===== config.mk =====
export PLATFORM = sky130hd
export DESIGN_NAME = apb_regfile_slave
export DESIGN_NICKNAME = d
export VERILOG_FILES = /design/src/rtl/bridge_pkg.sv /design/src/rtl/apb_regfile_slave.sv
export SDC_FILE = /design/constraint.sdc
export NUM_CORES = 1
export LEC_CHECK = 0
export ABC_AREA = 1
export CAP_MARGIN = 20
export CORE_MARGIN = 3
export CORE_UTILIZATION = 35
export DETAILED_ROUTE_END_ITERATION = 8
export GPL_TIMING_DRIVEN = 0
export PLACE_DENSITY = 0.53
export SLEW_MARGIN = 20
export SYNTH_ARGS = -nofsm -noshare
export SYNTH_HDL_FRONTEND = slang
export SYNTH_SLANG_ARGS = --single-unit

===== constraint.sdc =====
create_clock -name HCLK -period 3.46 [get_ports HCLK]
set_input_delay 0.346 -clock HCLK [delete_from_list [all_inputs] [get_ports HCLK]]
set_output_delay 0.346 -clock HCLK [all_outputs]
set_load 0.02 [all_outputs]

===== src/rtl/bridge_pkg.sv =====
// Shared definitions for the APB register-file slave.
// Contents:
//   state_t    - two-state APB slave FSM encoding (IDLE, ACCESS)
//   NUM_REGS   - number of 32-bit registers in the file
//   ID_IDX     - word index of the read-only ID register
//   STATUS_IDX - word index of the read-only STATUS register
package bridge_pkg;

  typedef enum logic {
    IDLE   = 1'b0,
    ACCESS = 1'b1
  } state_t;

  localparam int         NUM_REGS   = 16;
  localparam logic [3:0] ID_IDX     = 4'd0;
  localparam logic [3:0] STATUS_IDX = 4'd1;

endpackage


===== src/rtl/apb_regfile_slave.sv =====
// APB slave exposing 16 x 32-bit registers at word index PADDR[5:2].
//   reg0  : ID_VALUE, read-only
//   reg1  : STATUS = {16'h0, err_cnt}, read-only
//   reg2+ : read/write
// Every access phase is stretched by WAIT_STATES PREADY-low cycles.
// Ports:
//   HCLK     in   1  clock, rising edge
//   HRESETn  in   1  asynchronous active-low reset
//   PSEL     in   1  slave select
//   PENABLE  in   1  access-phase strobe
//   PWRITE   in   1  1 = write, 0 = read
//   PADDR    in  32  byte address
//   PWDATA   in  32  write data
//   PRDATA   out 32  read data, zero unless a good read is completing
//   PREADY   out  1  transfer completion
//   PSLVERR  out  1  error response, qualified by PREADY
module apb_regfile_slave
  import bridge_pkg::*;
#(
  parameter logic [31:0] BASE_ADDR   = 32'h4000_0000,
  parameter int unsigned WAIT_STATES = 2,
  parameter logic [31:0] ID_VALUE    = 32'hA5B2_0001
) (
  input  logic        HCLK,
  input  logic        HRESETn,
  input  logic        PSEL,
  input  logic        PENABLE,
  input  logic        PWRITE,
  input  logic [31:0] PADDR,
  input  logic [31:0] PWDATA,
  output logic [31:0] PRDATA,
  output logic        PREADY,
  output logic        PSLVERR
);

  state_t      state;
  state_t      state_nxt;
  logic [3:0]  wait_cnt;
  logic [3:0]  idx_q;
  logic        wr_q;
  logic        err_q;
  logic [31:0] wdata_q;
  logic [15:0] err_cnt;
  logic [31:0] regs [NUM_REGS];

  logic        setup;
  logic        done;
  logic        setup_err;
  logic [31:0] rd_mux;

  assign setup = (state == IDLE) && PSEL && !PENABLE;
  assign done  = (state == ACCESS) && PSEL && (wait_cnt == 4'd0);

  // Error is decided from the setup-phase bus values so that anything the
  // master does to PADDR/PWRITE during the access phase has no effect.
  assign setup_err = (PADDR[31:6] != BASE_ADDR[31:6]) ||
                     (PADDR[1:0] != 2'b00) ||
                     (PWRITE && ((PADDR[5:2] == ID_IDX) || (PADDR[5:2] == STATUS_IDX)));

  always_comb begin
    case (idx_q)
      ID_IDX:     rd_mux = ID_VALUE;
      STATUS_IDX: rd_mux = {16'h0, err_cnt};
      default:    rd_mux = regs[idx_q];
    endcase
  end

  always_comb begin
    state_nxt = state;
    case (state)
      IDLE:    if (setup) state_nxt = ACCESS;
      // Completion and abort (PSEL dropped) both return to IDLE.
      ACCESS:  if (!PSEL || (wait_cnt == 4'd0)) state_nxt = IDLE;
      default: state_nxt = IDLE;
    endcase
  end

  assign PREADY  = done;
  assign PSLVERR = done && err_q;
  assign PRDATA  = (done && !wr_q && !err_q) ? rd_mux : 32'h0;

  always_ff @(posedge HCLK or negedge HRESETn) begin
    if (!HRESETn) begin
      state    <= IDLE;
      wait_cnt <= 4'd0;
      idx_q    <= 4'd0;
      wr_q     <= 1'b0;
      err_q    <= 1'b0;
      err_cnt  <= 16'h0;
      for (int i = 0; i < NUM_REGS; i++) regs[i] <= 32'h0;
    end else begin
      state <= state_nxt;
      if (setup) begin
        wait_cnt <= 4'(WAIT_STATES);
        idx_q    <= PADDR[5:2];
        wr_q     <= PWRITE;
        err_q    <= setup_err;
      end else if ((state == ACCESS) && PSEL && (wait_cnt != 4'd0)) begin
        wait_cnt <= wait_cnt - 4'd1;
      end
      // An errored write never reaches here, which also protects reg0/reg1.
      if (done && wr_q && !err_q) regs[idx_q] <= wdata_q;
      if (done && err_q && (err_cnt != 16'hFFFF)) err_cnt <= err_cnt + 16'd1;
    end
  end

  always_ff @(posedge HCLK) begin
    if (setup) wdata_q <= PWDATA;
  end

endmodule

Yosys cells after proc, flatten, opt, wreduce, memory -nomap -nowiden

Index checks and enable logic that the tools add are counted.

Register bits after elaboration: 571
Memory bits (read-only): 0
RAM bits: 0
Logic and storage cells: 73
Memories kept: 0
Latch bits: 0

Magnitude comparators: 2
Mux-type cells: 13
Reduce and logical (&&, ||, !) cells: 27
Eq/ne operators: 4
Bitwise operators: 2
Multipliers: 0
Shift operators: 0
Add/subtract/negate cells: 2
Div/mod/pow operators: 0

Operator list:

| cell                    | count |
|---|---|
| $bwmux W512             | 1 |
| $bmux W32 S4            | 1 |
| $demux W32 S4           | 1 |
| $mux W32                | 4 |
| $pmux W32 S2            | 1 |
| $ne A26 B25 Y1 const B  | 1 |
| $add A16 B1 Y16 const B | 1 |
| $ne A16 B16 Y1 const B  | 1 |
| $logic_and A1 B1 Y1     | 13 |
| $logic_not A4 Y1        | 3 |
| $eq A4 B1 Y1 const B    | 2 |
| $mux W4                 | 2 |
| $ge A5 B5 Y1 const B    | 1 |
| $lt A5 B1 Y1 const B    | 1 |
| $not A4 Y5              | 1 |
| $logic_not A1 Y1        | 4 |
| $logic_or A1 B1 Y1      | 4 |
| $reduce_bool A2 Y1      | 2 |
| $reduce_bool A4 Y1      | 1 |
| $sub A4 B1 Y4 const B   | 1 |
| $mux W1                 | 2 |
| $pmux W1 S2             | 1 |
| $not A1 Y1              | 1 |

Longest topological paths before layout

Depth in word-level cells: 6
Gate-level depth with buffers: 12
Mapped depth without buffers: 9

Worst setup path before layout

Ideal clock, no wire load.

Kind: register -> register
From: register state
To: register wdata_q[0], enable pin
Stages on the path, launching flop included: 3
Arrival time: 1.837 ns
Setup slack: 1.216 ns
Period minus slack after synthesis: 2.244 ns
Cells stage by stage: dfrtp_1 > nor3_1 > clkbuf_1

Cells in the longest elaborated chain, start to end: 3

RTL lines:

| what                             | RTL line                 | text |
|---|---|---|
| start: declaration               | apb_regfile_slave.sv:36  | `state_t state;` |
| start signal: assignment         | apb_regfile_slave.sv:92  | `state <= state_nxt;` |
| $not A1 Y1                       | n/a                      |  |
| $logic_and A1 B1 Y1 (2 in a row) | apb_regfile_slave.sv:51  | `assign setup = (state == IDLE) && PSEL && !PENABLE;` |
| via setup                        | apb_regfile_slave.sv:46  | `logic setup;` |
| end signal: assignment           | apb_regfile_slave.sv:108 | `if (setup) wdata_q <= PWDATA;` |
| end: declaration                 | apb_regfile_slave.sv:42  | `logic [31:0] wdata_q;` |

The timed path passes the listed nets, and every way through them passes these cells.
A chain may end at the register's enable or synchronous reset.

Final worst setup path

From: register idx_q[0]
To: output PRDATA[31]

Cells in the longest elaborated chain, start to end: 6

RTL lines:

| what                                        | RTL line                | text |
|---|---|---|
| start: declaration                          | apb_regfile_slave.sv:39 | `logic [3:0] idx_q;` |
| start signal: assignment                    | apb_regfile_slave.sv:95 | `idx_q <= PADDR[5:2];` |
| $not A4 Y5 (not written as such)            | apb_regfile_slave.sv:64 | `default: rd_mux = regs[idx_q];` |
| $bmux W32 S4                                | apb_regfile_slave.sv:64 |  |
| $mux W32 (not written as such) (2 in a row) | apb_regfile_slave.sv:64 |  |
| $pmux W32 S2 (*)                            | apb_regfile_slave.sv:61 | `case (idx_q)` |
| $mux W32 (*)                                | apb_regfile_slave.sv:80 | `assign PRDATA = (done && !wr_q && !err_q) ? rd_mux : 32'h0;` |
| end: declaration                            | apb_regfile_slave.sv:31 | `output logic [31:0] PRDATA,` |

Every way passes the cells marked *; elsewhere a longest branch is shown, timed or not. The select of a mux whose other input is x is not followed.

==> flow_summary_export.csv <==
group,metric,value,unit
clock_network,htreeDepth,3,
timing,finalHoldViolations,0,
grt,grt.overflow.total,0,
finish,n_antenna_cell,0,
die,start_util,35.5,%
die,die_x,279,um
setup_path,arrival,2.98,ns
synthesis,synth_top_area_cell,"dfrtp_1",
setup_path,startpoint_type,"register",
routing,wl,94500,um
timing,relSlewSlack,44.7,%
die,io_pins,103,
pwr,p_int,11.6,mW
synthesis,syn_area,26000,um^2
pwr,leakagePower,15.4,nW
clock_network,clk_pin_slew,0.06,ns
die,num_rows,99,
pwr,swShare,31.3,%
setup_path,cp-end-kind,"output port",
placed_design,portBuffers,102,
timing,slew_violations,0,
placed_design,dp_hpwl,66500,um
placed_design,gp_congestion,0.891,
clock_network,cts_sinks,569,
clock_network,cts_made_buffers,68,
timing,clock.fmax,301,MHz
timing,worst_pin_slew,0.829,ns
placed_design,pre_cts_slack,-0.513,ns
synthesis,ys_ff_latch,569,
grt,grt_use_total,24.2,%
routing,viasPerCell,5.13,
setup_path,required,3.11,ns
die,core,73300,um^2
synthesis,seq_area_frac_synth,55.3,%
synthesis,syn_nets,3433,
timing,fin_worst_skew,0.0202,ns
routing,wl_per_cell,20.8,um
flow_run,maxCapViolCount,0,
clock_network,insertion_delay,0.61,ns
routing,ant_nets,0,
pwr,total_power,16.9,mW
routing,dr.pass1.iters,5,
synthesis,syn_inst,3361,
clock_network,cts_tree,"done",
finish,final_cell_mix,"nand2_1, dfrtp_1, o21ai_0, clkbuf_1",
synthesis,synth_warnings,0,
timing,rsz0062_at_grt,"false",
synthesis,yosysUniqueCellTypes,30,
synthesis,synth_area_leaders,"dfrtp_1, nand2_1, o21ai_0",
routing,initialDrtViolationCount,2036,
timing,setup_viol_count_final,0,
timing,post-route-period-util,96.1,%
die,die_h,279,um
finish,fillers,7648,
pwr,peakVddDrop,0.337,mV
grt,grt_max_degree,93,
pwr,power_frac_clock,41.5,%
clock_network,cts_max_path_buffers,3,
finish,drive_gt1_share,7.21,%
die,die_area,77600,um^2
synthesis,syn_avg_cell_area,7.74,um^2
timing,period_needed,3.32,ns
worst_hold_path,hp-class,"input port to register",
setup_path,path_max_fanout,10,
routing,num_vias,23400,
finish,final_common_cell,"nand2_1",
pwr,p_sw,5.29,mW
run_status,outcome,"completed",
finish,syn2layout_area_growth,19.8,%
grt,antenna_found_initial,1,
pwr,combinationalPowerShare,17.6,%
routing,drcViolationCount,0,
timing,setup_slack,0.136,ns
grt,grt_pass1_vias,22500,
synthesis,synth_top_area_share,51.6,%
pwr,powerDensity,542,nW/um^2
pwr,pwr-share-seq,40.9,%
setup_path,critPathKind,"register to output port",
finish,nets,3619,
grt,grt_pass1_wl,142000,um
clock_network,root_buffer,"clkbuf_16",
## sequential cells by signal, summed over array words and instances, names as in the netlist
name and count:
wait_cnt 4, state 1, regs 510, idx_q 4
err_cnt 16, err_q 1, wr_q 1, wdata_q 32
## timing repair
item                                    in CTS  in global routing
hold buffers                                 1                  0
gates cloned                                 0                  0
endpoints found under the setup margin      32                 20
gates resized for setup                    251                 52
setup buffers                                5                  1
pin swaps                                    1                  0
endpoints found under the hold margin       58                  0
## final cells by class
cell class	instances	area [um^2]	area share, %
Sequential cell	569	14400	46.2
Multi-Input combinational cell	2498	10600	34.0
Clock buffer	95	1880	6.05
Buffer	230	1310	4.20
Timing Repair Buffer	116	1310	4.19
Tap cell	959	1200	3.85
Inverter	64	243	0.779
Clock inverter	20	220	0.707
## logic make-up after synthesis
kind of cell / share of synthesized area (%)
adders and majority gates: 0.144
buffers and inverters: 4.34
xor gates and xnor gates: 0.404
AOI/OAI and AO/OA: 11.3
DFF: 55.3
and+or+nand+nor: 28.4
## stage by stage
| step | cells | instance area (um^2) | TNS [ns] | hold slack, ns | util, % |
|---|---|---|---|---|---|
| final | 4551 | 31200 | 0 | 0.289 | 42.5 |
| after global routing | 4551 | 31200 | 0 | 0.281 | 42.5 |
| after CTS | 4550 | 31100 | -0.850 | 0.261 | 42.4 |
| after detailed placement | 4429 | 28400 | -13.64 | 0.337 | 38.8 |
| after global placement | 4422 | 28200 | - | 0.457 | 38.5 |
| after floorplan | 3361 | 26000 | 0 | 0.0504 | - |
## cells in the mapped netlist (all sizes together)
library cell / n
nand3: 65
nand3b: 1
dfrtp: 537
nor3b: 1
clkbuf: 202
nor3: 9
a21oi: 23
ha: 3
inv: 62
edfxtp: 32
nor2: 63
xnor2: 4
o21ai: 564
xor2: 8
nand4: 22
clkinv: 2
buf: 28
o21a: 1
nand2: 1734
## routing by layer
metal,share of wire [%],GRT usage [%],up-vias
met1,44,32.8,11500
met2,47,39.8,653
met5,0,0,-
met4,3.7,8.81,0
met3,5.2,3.44,167
li1,-,-,11000
## worst max-delay path, stage by stage (launching register included)
cell and delay [ns]:
dfrtp_1 0.44, clkbuf_4 0.24, clkbuf_4 0.29, buf_4 0.31
nand3_1 0.10, nand2_1 0.07, o21ai_0 0.18, nand2_1 0.11
nor2_1 0.05, nor2_1 0.21, dlygate4sd2_1 0.38
## worst paths after layout
kind | start | endpoint | slack [ns] | cells after the start
hold / removal | PWDATA[30] | wdata_q[30]$_DFFE_PP_ | 0.29 | 1
setup / recovery | idx_q[0]$_DFFE_PN0P_ | PRDATA[31] | 0.14 | 10
setup reg to reg | wait_cnt[0]$_DFFE_PN0P_ | regs[271]$_DFFE_PN0P_ | 0.96 | 11
min in group asynchronous | HRESETn | regs[72]$_DFFE_PN0P_ | 0.30 | 2
max in group asynchronous | HRESETn | regs[444]$_DFFE_PN0P_ | 1.85 | 4
hold reg to reg | wait_cnt[3]$_DFFE_PN0P_ | wait_cnt[3]$_DFFE_PN0P_ | 0.48 | 1
## power by group through the flow
stage | Clock [mW] | Sequential, mW | Combinational, mW
6_report | 7.01 | 6.90 | 2.98
5_1_grt | 7.37 | 6.92 | 3.11
4_1_cts | 7.12 | 6.90 | 2.91
3_5_place_dp | 0 | 7.02 | 2.60
3_3_place_gp | 0 | 7.04 | 2.57
2_1_floorplan | 0 | 6.99 | 1.15
Power figures use the tool's default switching activity.
